--- src/rtl/cla_seq_subtractor.sv ---
`default_nettype none
// ============================================================================
// Module   : cla_seq_subtractor
// Brief    : Multi-cycle A - B - borrow_in, one 4-bit lookahead slice per clock
// Revision : 1.0  initial release
// ============================================================================
module cla_seq_subtractor #(
  parameter int WIDTH = 16
) (
  input  logic             clk,
  input  logic             reset,
  input  logic             in_valid,
  output logic             in_ready,
  input  logic [WIDTH-1:0] a,
  input  logic [WIDTH-1:0] b,
  input  logic             borrow_in,
  output logic             out_valid,
  input  logic             out_ready,
  output logic [WIDTH-1:0] diff,
  output logic             borrow_out,
  output logic             overflow,
  output logic             zero
);

  localparam int NSLICE = WIDTH / 4;
  localparam int CW     = (NSLICE > 1) ? $clog2(NSLICE) : 1;

  typedef enum logic [1:0] {
    IDLE = 2'd0,
    RUN  = 2'd1,
    DONE = 2'd2
  } state_t;

  state_t           state_q, state_d;
  logic [WIDTH-1:0] a_q, a_d;
  logic [WIDTH-1:0] b_q, b_d;
  logic [WIDTH-1:0] acc_q, acc_d;
  logic [WIDTH-1:0] diff_q, diff_d;
  logic [CW-1:0]    cnt_q, cnt_d;
  logic             carry_q, carry_d;
  logic             borrow_q, borrow_d;
  logic             ovf_q, ovf_d;
  logic             zero_q, zero_d;

  logic [3:0]       a_sl, b_sl, p, g, sum;
  logic [4:0]       c;
  logic [WIDTH-1:0] acc_nxt;
  logic             last;

  always_comb begin
    a_sl = a_q[{cnt_q, 2'b00} +: 4];
    b_sl = b_q[{cnt_q, 2'b00} +: 4];
    p    = a_sl ^ ~b_sl;
    g    = a_sl & ~b_sl;
    c[0] = carry_q;
    c[1] = g[0] | (p[0] & c[0]);
    c[2] = g[1] | (p[1] & g[0]) | (p[1] & p[0] & c[0]);
    c[3] = g[2] | (p[2] & g[1]) | (p[2] & p[1] & g[0]) | (p[2] & p[1] & p[0] & c[0]);
    c[4] = g[3] | (p[3] & g[2]) | (p[3] & p[2] & g[1]) | (p[3] & p[2] & p[1] & g[0])
         | (p[3] & p[2] & p[1] & p[0] & c[0]);
    sum  = p ^ c[3:0];
    // Partial result builds in acc so the visible diff only changes at completion
    acc_nxt = acc_q;
    acc_nxt[{cnt_q, 2'b00} +: 4] = sum;
    last = (cnt_q == CW'(NSLICE - 1));
  end

  always_comb begin
    state_d  = state_q;
    a_d      = a_q;
    b_d      = b_q;
    acc_d    = acc_q;
    diff_d   = diff_q;
    cnt_d    = cnt_q;
    carry_d  = carry_q;
    borrow_d = borrow_q;
    ovf_d    = ovf_q;
    zero_d   = zero_q;
    case (state_q)
      IDLE: begin
        if (in_valid) begin
          a_d     = a;
          b_d     = b;
          carry_d = ~borrow_in;
          cnt_d   = '0;
          state_d = RUN;
        end
      end
      RUN: begin
        acc_d   = acc_nxt;
        carry_d = c[4];
        cnt_d   = cnt_q + CW'(1);
        if (last) begin
          diff_d   = acc_nxt;
          borrow_d = ~c[4];
          ovf_d    = c[4] ^ c[3];
          zero_d   = (acc_nxt == '0);
          state_d  = DONE;
        end
      end
      DONE: begin
        if (out_ready) state_d = IDLE;
      end
      default: state_d = IDLE;
    endcase
  end

  always_ff @(posedge clk) begin
    if (reset) begin
      state_q  <= IDLE;
      a_q      <= '0;
      b_q      <= '0;
      acc_q    <= '0;
      diff_q   <= '0;
      cnt_q    <= '0;
      carry_q  <= 1'b0;
      borrow_q <= 1'b0;
      ovf_q    <= 1'b0;
      zero_q   <= 1'b0;
    end else begin
      state_q  <= state_d;
      a_q      <= a_d;
      b_q      <= b_d;
      acc_q    <= acc_d;
      diff_q   <= diff_d;
      cnt_q    <= cnt_d;
      carry_q  <= carry_d;
      borrow_q <= borrow_d;
      ovf_q    <= ovf_d;
      zero_q   <= zero_d;
    end
  end

  assign in_ready   = (state_q == IDLE);
  assign out_valid  = (state_q == DONE);
  assign diff       = diff_q;
  assign borrow_out = borrow_q;
  assign overflow   = ovf_q;
  assign zero       = zero_q;

endmodule
`default_nettype wire

--- config.mk ---
export PLATFORM = sky130hd
export DESIGN_NAME = cla_seq_subtractor
export DESIGN_NICKNAME = d
export VERILOG_FILES = /design/src/rtl/cla_seq_subtractor.sv
export SDC_FILE = /design/constraint.sdc
export NUM_CORES = 1
export LEC_CHECK = 0
export CELL_PAD_IN_SITES_DETAIL_PLACEMENT = 0
export CELL_PAD_IN_SITES_GLOBAL_PLACEMENT = 1
export CORE_MARGIN = 2
export CORE_UTILIZATION = 44
export CTS_BUF_LIST = sky130_fd_sc_hd__clkbuf_2 sky130_fd_sc_hd__clkbuf_4 sky130_fd_sc_hd__clkbuf_8
export DETAILED_ROUTE_END_ITERATION = 7
export DONT_BUFFER_PORTS = 1
export HOLD_SLACK_MARGIN = 0.03
export MAX_ROUTING_LAYER = met4
export PLACE_DENSITY_LB_ADDON = 0.1
export SLEW_MARGIN = 20
export SYNTH_ARGS = -nofsm -noshare
export SYNTH_HDL_FRONTEND = slang
export SYNTH_SLANG_ARGS = --single-unit
export TNS_END_PERCENT = 5
--- constraint.sdc ---
create_clock -name clk -period 3.2 [get_ports clk]
set_clock_uncertainty 0.15 [all_clocks]
set_input_delay 0.64 -clock clk [delete_from_list [all_inputs] [get_ports clk]]
set_output_delay 0.64 -clock clk [all_outputs]
set_load 0.01 [all_outputs]
==> reports/metrics.cfg, run 1 <==
[synthesis]
yosys-top-cells-count = 77 x nand2_1, 72 x dfxtp_1, 43 x a21oi_1, 43 x nor2_1, 21 x a211oi_1
ys.warnings.count = 0
synth_cells = 378
synth_edf_count = 0
synth_seq_cells = 72
yosys.area.top_type = dfxtp_1
seq_area_frac_synth = 0.443
synthTopCellsByArea = dfxtp_1 44%, nand2_1 8.9%, a21oi_1 6.6%, mux4_2 5.5%, nor2_1 5.0%
yosysTopAreaCellShare = 0.443
ys_types = 41
synth_most_common_cell = nand2_1
yosys_most_used_dff = dfxtp_1
async_reset_ff_frac = 0
syn-cell-area_um2 = 3250
avgSynthCellArea_um2 = 8.60
synth_nets = 427

[detailed_routing]
drt_wl_total_mm = 7.55
post-route-drc-count = 0
drtAntennaViolNets = 0
first_pass_iters = 4
post_drt_via_cell_ratio = 5.38
vias = 2573
drt_iter0_drc = 80
avgRoutedWirePerCell_um = 15.8

[setup_path]
required_ns = 3.29
worst_ep_arrival_time_ns = 2.89
reg2reg_depth = 8
critPathKind = flop to flop
cp_max_fo = 9
reg2reg_setup_slack_ns = 0.39
start_kind = flop
r2r_start = cnt_q[0]
r2r-end = diff[15]
crit_path_end_kind = flop

[floorplan]
fp.dieW_um = 90.0
core_um2 = 7210
io_pins = 58
initial_utilization = 0.451
num_rows = 31
fp.dieH_um = 90.0
die_area_um2 = 8090

[power_and_ir_drop]
p_leak_nw = 1.27
power_mw = 2.01
ir_drop_mv = 0.294
powerDensity_nw_per_um2 = 567

[placed_design]
place.gp.congestion = 0.868
post-place-ws_ns = 0.200
io_buffers = 0
dp_hpwl_mm = 5.28

[flow_run]
cap_violations = 0

[timing]
worst_slack_ns = 0.392
hold_viol_final = 0
hold_ws_ns = 0.217
relSlewSlack = 0.676
tns_ns = 0
setup_viol = 0
period_needed_ns = 2.81
fin_crit_sh = 0.878
worst_slew_pin_slew_ns = 0.484
max_freq_mhz = 356
rsz0062_at_grt = false
final_max_slew_viol_count = 0

[clocking]
htreeDepth = 3
cts_tree = yes
cts.clk_slew.worst_paths_ns = 0.08
insertion_delay_ns = 0.35
cts_buffers = 9
root_buffer = clkbuf_8
numClockSinks = 72
clock_path_buffers = 2

[finish]
layout-drive-gt1-share = 0.111
syn2layout_area_growth_pct = 9.16
diodes = 0
postLayoutCoreUtil = 0.492
final_nets = 423

[global_route]
grt_antenna_before_repair = 0
grt_max_degree = 74
grt_first_pass_wirelength_mm = 12.3
grt_usage = 0.196
gr-total-overflow = 0
grt_pass1_vias = 2436

[status]
status = completed

[hold_path]
hold_path_class = input port to flop
holdPathEnd = diff[9]
min_path_cells = 1
hold_start = reset

placed cells by master (no fill, tap or decap), drive strengths merged, types with 2 or more instances in the layout:
master	netlist	final
nand2	77	77
dfxtp	72	72
nor2	43	43
a21oi	43	43
a211oi	21	21
inv	14	14
nor3	12	12
ha	11	11
clkbuf	20	9
buf	4	9
mux4	8	8
a22oi	7	7
a32oi	5	5
a221oi	4	4
clkinv	0	4
nand2b	3	3
nor2b	3	3
xnor2	3	3
nand3b	2	2
and4	2	2
a311oi	2	2
o21ai	2	2
nand3	2	2
or3	2	2
and3	2	2
clkinvlp	0	2
a211o	2	2
a31oi	2	2
worst max-delay path by stage:
stage,start,endpoint,slack [ns],cells past startpoint
2_1_floorplan,cnt_q[0],diff[11],0.26,8
4_1_cts,cnt_q[0],diff[15],0.20,8
5_1_grt,cnt_q[0],diff[7],0.19,8
3_5_place_dp,cnt_q[0],diff[15],0.20,8
3_3_place_gp,cnt_q[0],diff[15],0.26,7
6_report,cnt_q[0],diff[15],0.39,8
critical path, stage by stage (launching register included):
cell      delay (ns)
dfxtp_2         0.48
mux4_2          0.57
inv_1           0.10
ha_1            0.24
a211o_1         0.33
a31oi_4         0.25
xnor2_2         0.19
a221oi_1        0.31
nor3_1          0.08
flip-flops by register name, summed over array words and instances, names as in the netlist:
| name | cells |
|---|---|
| zero | 1 |
| b_q | 16 |
| a_q | 16 |
| cnt_q | 2 |
| acc_q | 16 |
| overflow | 1 |
| borrow_out | 1 |
| state_q | 2 |
| diff | 16 |
| carry_q | 1 |
where the power goes:
part           switching, mW  internal (mW)  total, mW
Sequential            0.0335          0.940      0.974
Combinational          0.194          0.134      0.328
Clock                  0.352          0.359      0.711
Total                  0.579           1.43       2.01
timing repair:
action,4_1_cts,5_1_grt
endpoints found under the setup margin,0,2
hold buffers,0,0
buffers inserted,0,0
gates resized for setup,0,1
area by class of cell:
class	count	area, um^2
clock buffer	9	124
timing repair buffer	9	67.6
tap	99	124
sequential	72	1440
fill	775	3670
multi-input combinational	268	1670
clock inverter	7	72.6
inverter	14	52.6
metal layers:
layer / GRT usage / routed length (um)
met1: 0.229 / 3370
met2: 0.333 / 3820
met3: 0.0427 / 258
met4: 0.0731 / 94
met5: - / 0
cells by family (layout without fill, tap and decap cells):
logic type / count (synthesis) / in the layout / share of synthesized area
muxes: 8 / 8 / 0.0554
adders and majority gates: 12 / 12 / 0.0485
DFF: 72 / 72 / 0.443
xor gates and xnor gates: 3 / 3 / 0.0104
AOI/OAI and AO/OA: 91 / 91 / 0.186
and+or+nand+nor: 154 / 154 / 0.211
buffers and inverters: 38 / 39 / 0.0450
through the flow:
step	area, um^2	instances
2_1_floorplan	3250	378
3_3_place_gp	3350	462
3_5_place_dp	3350	462
4_1_cts	3550	478
5_1_grt	3550	478
6_report	3550	478
No activity file was read; power rests on OpenSTA's default activity.
==> run 2: changes to the inputs <==
CORE_UTILIZATION = 49   (was 44)
SETUP_SLACK_MARGIN = 0.5   (was not set)
clock period = 2.96 ns   (was 3.2 ns; I/O delays follow)
==> run 2 against run 1 <==
Via count rose by 2.1%. Maximum frequency grew 6.3%. Register-to-register slack got worse by 0.07 ns. Core utilization rose by 8.4 points.
==> reports/metrics.cfg, run 2 (synthesis gave the netlist of run 1 again) <==
[status]
status = completed

[timing]
relSlewSlack = 0.678  ; +0.00191
fin_crit_sh = 0.893  ; +0.0152
max_freq_mhz = 378  ; +6.3%
hold_ws_ns = 0.153  ; -0.0642 ns
setup_viol = 0  ; unchanged
tns_ns = 0  ; unchanged
rsz0062_at_grt = true
final_max_slew_viol_count = 0  ; unchanged
worst_slew_pin_slew_ns = 0.482  ; -0.00164 ns
period_needed_ns = 2.64  ; -0.166 ns
hold_viol_final = 0  ; unchanged

[clocking]
cts.clk_slew.worst_paths_ns = 0.07  ; about the same
root_buffer = clkbuf_8
numClockSinks = 72  ; unchanged
cts_tree = yes
cts_buffers = 9  ; unchanged
insertion_delay_ns = 0.35  ; about the same
htreeDepth = 3  ; unchanged
clock_path_buffers = 2  ; unchanged

[global_route]
gr-total-overflow = 0  ; unchanged
grt_usage = 0.225  ; +0.0290
grt_antenna_before_repair = 0  ; unchanged
grt_max_degree = 74  ; unchanged
grt_pass1_vias = 2548  ; +4.6%
grt_first_pass_wirelength_mm = 12.4  ; +0.67%

[setup_path]
cp_top_family = simple AND/OR/NAND/NOR gates
required_ns = 3.10  ; -0.19 ns
critPathMaxStageDelay_ns = 0.50  ; -0.07 ns
worst_ep_arrival_time_ns = 2.78  ; -0.11 ns
cp_cell_sequence = buf_6, mux4_2, inv_2, ha_4, or2_4, a31oi_4, nor2b_1, or3_1, a21oi_1
cp_max_fo = 6  ; -3
start_kind = flop
reg2reg_setup_slack_ns = 0.32  ; -0.07 ns
critPathKind = flop to flop
path_buf_inv = 2  ; +1
slowest_stage = mux4_2
crit_path_end_kind = flop

[detailed_routing]
vias = 2626  ; +2.1%
drt_iter0_drc = 139  ; +74%
post_drt_via_cell_ratio = 5.70  ; +5.8%
drt_wl_total_mm = 7.32  ; -3.1%
post-route-drc-count = 0  ; unchanged
avgRoutedWirePerCell_um = 15.9  ; +0.49%
first_pass_iters = 5  ; +1
drtAntennaViolNets = 0  ; unchanged

[finish]
diodes = 0  ; unchanged
final_nets = 428  ; +1.2%
final_cell_mix = 77 x nand2_1, 71 x dfxtp_1, 43 x nor2_1, 43 x a21oi_1, 20 x a211oi_1
stdcell_count = 461  ; -3.6%
layout-drive-gt1-share = 0.154  ; +0.0428
syn2layout_area_growth_pct = 13.1
final_common_cell = nand2_1

[floorplan]
io_pins = 58  ; unchanged
num_rows = 29  ; -6.5%
core_um2 = 6390  ; -11%
fp.dieW_um = 85.5  ; -5.0%
initial_utilization = 0.509  ; +0.0584
fp.dieH_um = 85.5  ; -5.0%
die_area_um2 = 7300  ; -9.8%

[power_and_ir_drop]
power_mw = 2.24  ; +11%
p_leak_nw = 1.34  ; +5.8%
ir_drop_mv = 0.318  ; +8.2%
powerDensity_nw_per_um2 = 609  ; +7.4%

[placed_design]
dp_cells = 439  ; -5.0%
place.gp.congestion = 0.875  ; +0.75%
dp_hpwl_mm = 5.11  ; -3.2%
io_buffers = 0  ; unchanged

[flow_run]
cap_violations = 0  ; unchanged

[hold_path]
hold_path_class = input port to flop

==> run 2: routing by layer <==
layer  GRT usage  wire length [um]  vias to the layer above
li1            -                 -                     1334
met1       0.278              3220                     1220
met2       0.357              3630                       58
met3      0.0447               324                       14
met4       0.102               143                        0
met5           -                 0                        -
==> run 2: path summary, 6_finish.rpt <==
path | depth (start not counted) | endpoint | from
setup reg to reg | 9 | borrow_out | cnt_q[0]
hold / removal | 1 | borrow_out | reset
hold reg to reg | 2 | a_q[7] | a_q[7]
setup / recovery | 9 | borrow_out | cnt_q[0]
==> run 2: layout make-up <==
class | count | area, um^2
Sequential cell | 72 | 1450
Fill cell | 639 | 2710
Tap cell | 77 | 96.3
Inverter | 14 | 52.6
Clock inverter | 6 | 58.8
Multi-Input combinational cell | 269 | 1780
Clock buffer | 10 | 138
Timing Repair Buffer | 13 | 109
==> run 2: what timing repair did <==
item,4_1_cts,5_1_grt
resized for setup,3,6
gates cloned,1,0
setup endpoints to repair,25,33
setup buffers,5,0
pin swaps,4,4
hold buffers,0,0
==> run 2: where the power goes <==
group | total [mW] | switching (mW) | internal (mW)
combinational | 0.417 | 0.233 | 0.184
sequential | 1.05 | 0.0325 | 1.02
clock | 0.775 | 0.368 | 0.407
==> run 2: stage by stage <==
stage / utilization / worst slack (ns) / area, um^2
4_1_cts: 0.572 / 0.344 / 3650
2_1_floorplan: - / 0.372 / 3340
5_1_grt: 0.576 / 0.238 / 3680
3_3_place_gp: 0.531 / 0.253 / 3390
3_5_place_dp: 0.531 / 0.171 / 3390
6_report: 0.576 / 0.318 / 3680
==> run 3: changes to the inputs <==
ABC_AREA = 1   (was not set)
CORE_UTILIZATION = 42   (was 49)
clock period = 2.4 ns   (was 2.96 ns; I/O delays follow)
==> run 3 against run 2 <==
The flow now finishes with violations (setup timing). Hold slack got worse by 0.11 ns. Register-to-register slack got worse by 0.43 ns. Design area rose by 11%. Routed wire length rose by 17%. First-iteration DRC count fell by 32%. Synthesized area rose by 6.7%. Critical path depth rose by 4. Power rose by 29%. Maximum frequency rose by 5.2%. Non-clock buffer count rose by 24. Highest routed layer unchanged.
==> reports/metrics.cfg, run 3 <==
[timing]
hold_ws_ns = 0.0411  ; -0.112 ns
worst_slew_pin_slew_ns = 0.405  ; -0.0773 ns
setup_viol = 6  ; +6
max_freq_mhz = 398  ; +5.2%
hold_viol_final = 0  ; unchanged
worst_slack_ns = -0.113  ; -0.430 ns
rsz0062_at_grt = true
final_max_slew_viol_count = 0  ; unchanged
fin_crit_sh = 1.05  ; +0.154
period_needed_ns = 2.51  ; -0.130 ns
relSlewSlack = 0.730  ; +0.0520

[setup_path]
critPathMaxStageDelay_ns = 0.49  ; about the same
critPathKind = flop to flop
start_kind = flop
crit_path_frequent_cell = buf_4
cp_cell_sequence = buf_4, nand2_1, a32oi_2, fa_2, inv_2, nand3_2, o22ai_2, nor2_1, buf_4, buf_4, buf_4, or2_1, inv_1
cp_max_fo = 6  ; unchanged
worst_ep_arrival_time_ns = 2.66  ; -0.12 ns
required_ns = 2.54  ; -0.56 ns
crit_path_end_kind = flop
slowest_stage = fa_2

[global_route]
grt_usage = 0.208  ; -0.0176
grt_pass1_vias = 2887  ; +13%
grt_antenna_before_repair = 0  ; unchanged
grt_max_degree = 34  ; -54%
gr-total-overflow = 0  ; unchanged
grt_first_pass_wirelength_mm = 14.0  ; +13%

[floorplan]
initial_utilization = 0.429  ; -0.0804
io_pins = 58  ; unchanged
die_area_um2 = 9000  ; +23%
fp.dieH_um = 94.9  ; +11%
fp.dieW_um = 94.9  ; +11%
core_um2 = 8090  ; +27%
num_rows = 33  ; +14%

[detailed_routing]
drtAntennaViolNets = 0  ; unchanged
drt_wl_total_mm = 8.56  ; +17%
drt_iter0_drc = 94  ; -32%
vias = 3113  ; +19%
first_pass_iters = 4  ; -1
post_drt_via_cell_ratio = 5.00  ; -12%
avgRoutedWirePerCell_um = 13.7  ; -13%
post-route-drc-count = 0  ; unchanged

[finish]
final_cell_mix = 86 x nor2_1, 70 x dfxtp_1, 66 x nand2_1
final_cell_area_um2 = 4090  ; +11%
final_nets = 563  ; +32%
layout-drive-gt1-share = 0.197  ; +0.0433
syn2layout_area_growth_pct = 18.0
final_common_cell = nor2_1
nFillCells = 867  ; +36%
diodes = 0  ; unchanged

[synthesis]
synth_most_common_cell = nor2_1
yosysTopAreaCellShare = 0.416  ; -0.0278
ys.warnings.count = 0  ; unchanged
yosys.area.top_type = dfxtp_1
synthTopCellsByArea = dfxtp_1 42%, nor2_1 9.8%, o21ai_0 8.8%, nand2_1 8.1%, inv_1 7.3%
async_reset_ff_frac = 0  ; unchanged
ys_types = 33  ; -20%
avgSynthCellArea_um2 = 7.06  ; -18%
synth_seq_cells = 72  ; unchanged
synth_cells = 491  ; +30%
synth_nets = 540  ; +26%
yosys-top-cells-count = 91 x nor2_1, 75 x nand2_1, 72 x dfxtp_1
synth_edf_count = 0  ; unchanged
syn-cell-area_um2 = 3470  ; +6.7%
seq_area_frac_synth = 0.416  ; -0.0278
yosys_most_used_dff = dfxtp_1

[power_and_ir_drop]
p_leak_nw = 1.96  ; +46%
power_mw = 2.89  ; +29%
ir_drop_mv = 0.267  ; -16%
powerDensity_nw_per_um2 = 705  ; +16%

[clocking]
htreeDepth = 3  ; unchanged
cts_buffers = 9  ; unchanged
cts.clk_slew.worst_paths_ns = 0.08  ; about the same
root_buffer = clkbuf_8
cts_tree = yes
insertion_delay_ns = 0.35  ; about the same
numClockSinks = 72  ; unchanged
clock_path_buffers = 2  ; unchanged

[placed_design]
io_buffers = 0  ; unchanged
placed_area_um2 = 3710  ; +9.6%
place.gp.congestion = 0.897  ; +2.5%
post-place-ws_ns = -0.180  ; -0.350 ns
dp_hpwl_mm = 6.05  ; +18%

[flow_run]
cap_violations = 0  ; unchanged

[hold_path]
hold_path_class = input port to flop

[status]
failed_checks = setup timing
status = finished with violations

-- run 3: changes by cell type after synthesis, moves of 7 or more --
cell      delta
o211ai_1    +14
nor2_1      +48
nand4_1      +8
a211oi_1    -21
o21ai_0     +59
mux4_2       -8
buf_2        +7
nand3_1      +7
a21oi_1     -25
inv_1       +53
nor3_1      -11
clkbuf_1     -9
a22oi_1      -7
-- run 3: power by group --
| group | total (mW) | internal [mW] | switching (mW) | leakage [nW] |
|---|---|---|---|---|
| Clock | 0.829 | 0.387 | 0.441 | 0.0858 |
| Sequential | 1.32 | 1.27 | 0.0468 | 0.592 |
| Combinational | 0.739 | 0.297 | 0.442 | 1.28 |
-- run 3: timing repair --
action / 4_1_cts / 5_1_grt
resized for setup: 28 / 25
setup buffers: 3 / 3
endpoints found under the hold margin: 1 / 1
pin swaps: 16 / 17
setup endpoints to repair: 36 / 41
-- run 3: area by class of cell --
class                      instances  area, um^2  share of cell area
sequential                        72        1450               0.354
inverter                          72         280              0.0685
clock buffer                      11         139              0.0339
timing repair buffer              37         285              0.0697
clock inverter                     4        22.5             0.00550
tap                              105         131              0.0321
multi-input combinational        322        1790               0.437
-- run 3: path summary, 6_finish.rpt --
kind | startpoint | endpoint | slack [ns] | depth (start not counted)
worst max-delay path | cnt_q[0] | diff[12] | -0.11 | 13
worst min-delay path | reset | zero | 0.04 | 1
worst max register to register | cnt_q[0] | diff[12] | -0.11 | 13
worst min register to register | a_q[10] | a_q[10] | 0.33 | 2
-- run 3: worst max-delay path: cells and delay by family, from the launching register on --
| family | cells | cell delay, ns |
|---|---|---|
| AOI/OAI and AO/OA | 2 | 0.36 |
| DFF | 1 | 0.41 |
| adders and majority gates | 1 | 0.49 |
| and+or+nand+nor | 4 | 0.41 |
| buffers and inverters | 6 | 0.66 |
-- run 3: through the flow --
step / std cells / setup TNS (ns) / utilization
after global placement: 602 / -0.172 / 0.459
final: 623 / -0.332 / 0.506
after detailed placement: 602 / -0.192 / 0.459
after floorplan: 491 / -0.00932 / -
after global routing: 623 / -1.88 / 0.506
after CTS: 620 / -0.114 / 0.494
-- run 3: kinds of logic after synthesis --
family / count (synthesis) / synth area share
AOI/OAI and AO/OA: 118 / 0.198
adders and majority gates: 12 / 0.0455
buffers and inverters: 97 / 0.117
and+or+nand+nor: 192 / 0.224
DFF: 72 / 0.416
-- run 3: per-layer routing --
layer	vias to the layer above	GRT usage	routed length, um
met2	75	0.290	3420
met1	1411	0.296	4570
met4	0	0.0688	105
met3	9	0.0447	464
li1	1618	-	-
met5	-	-	0
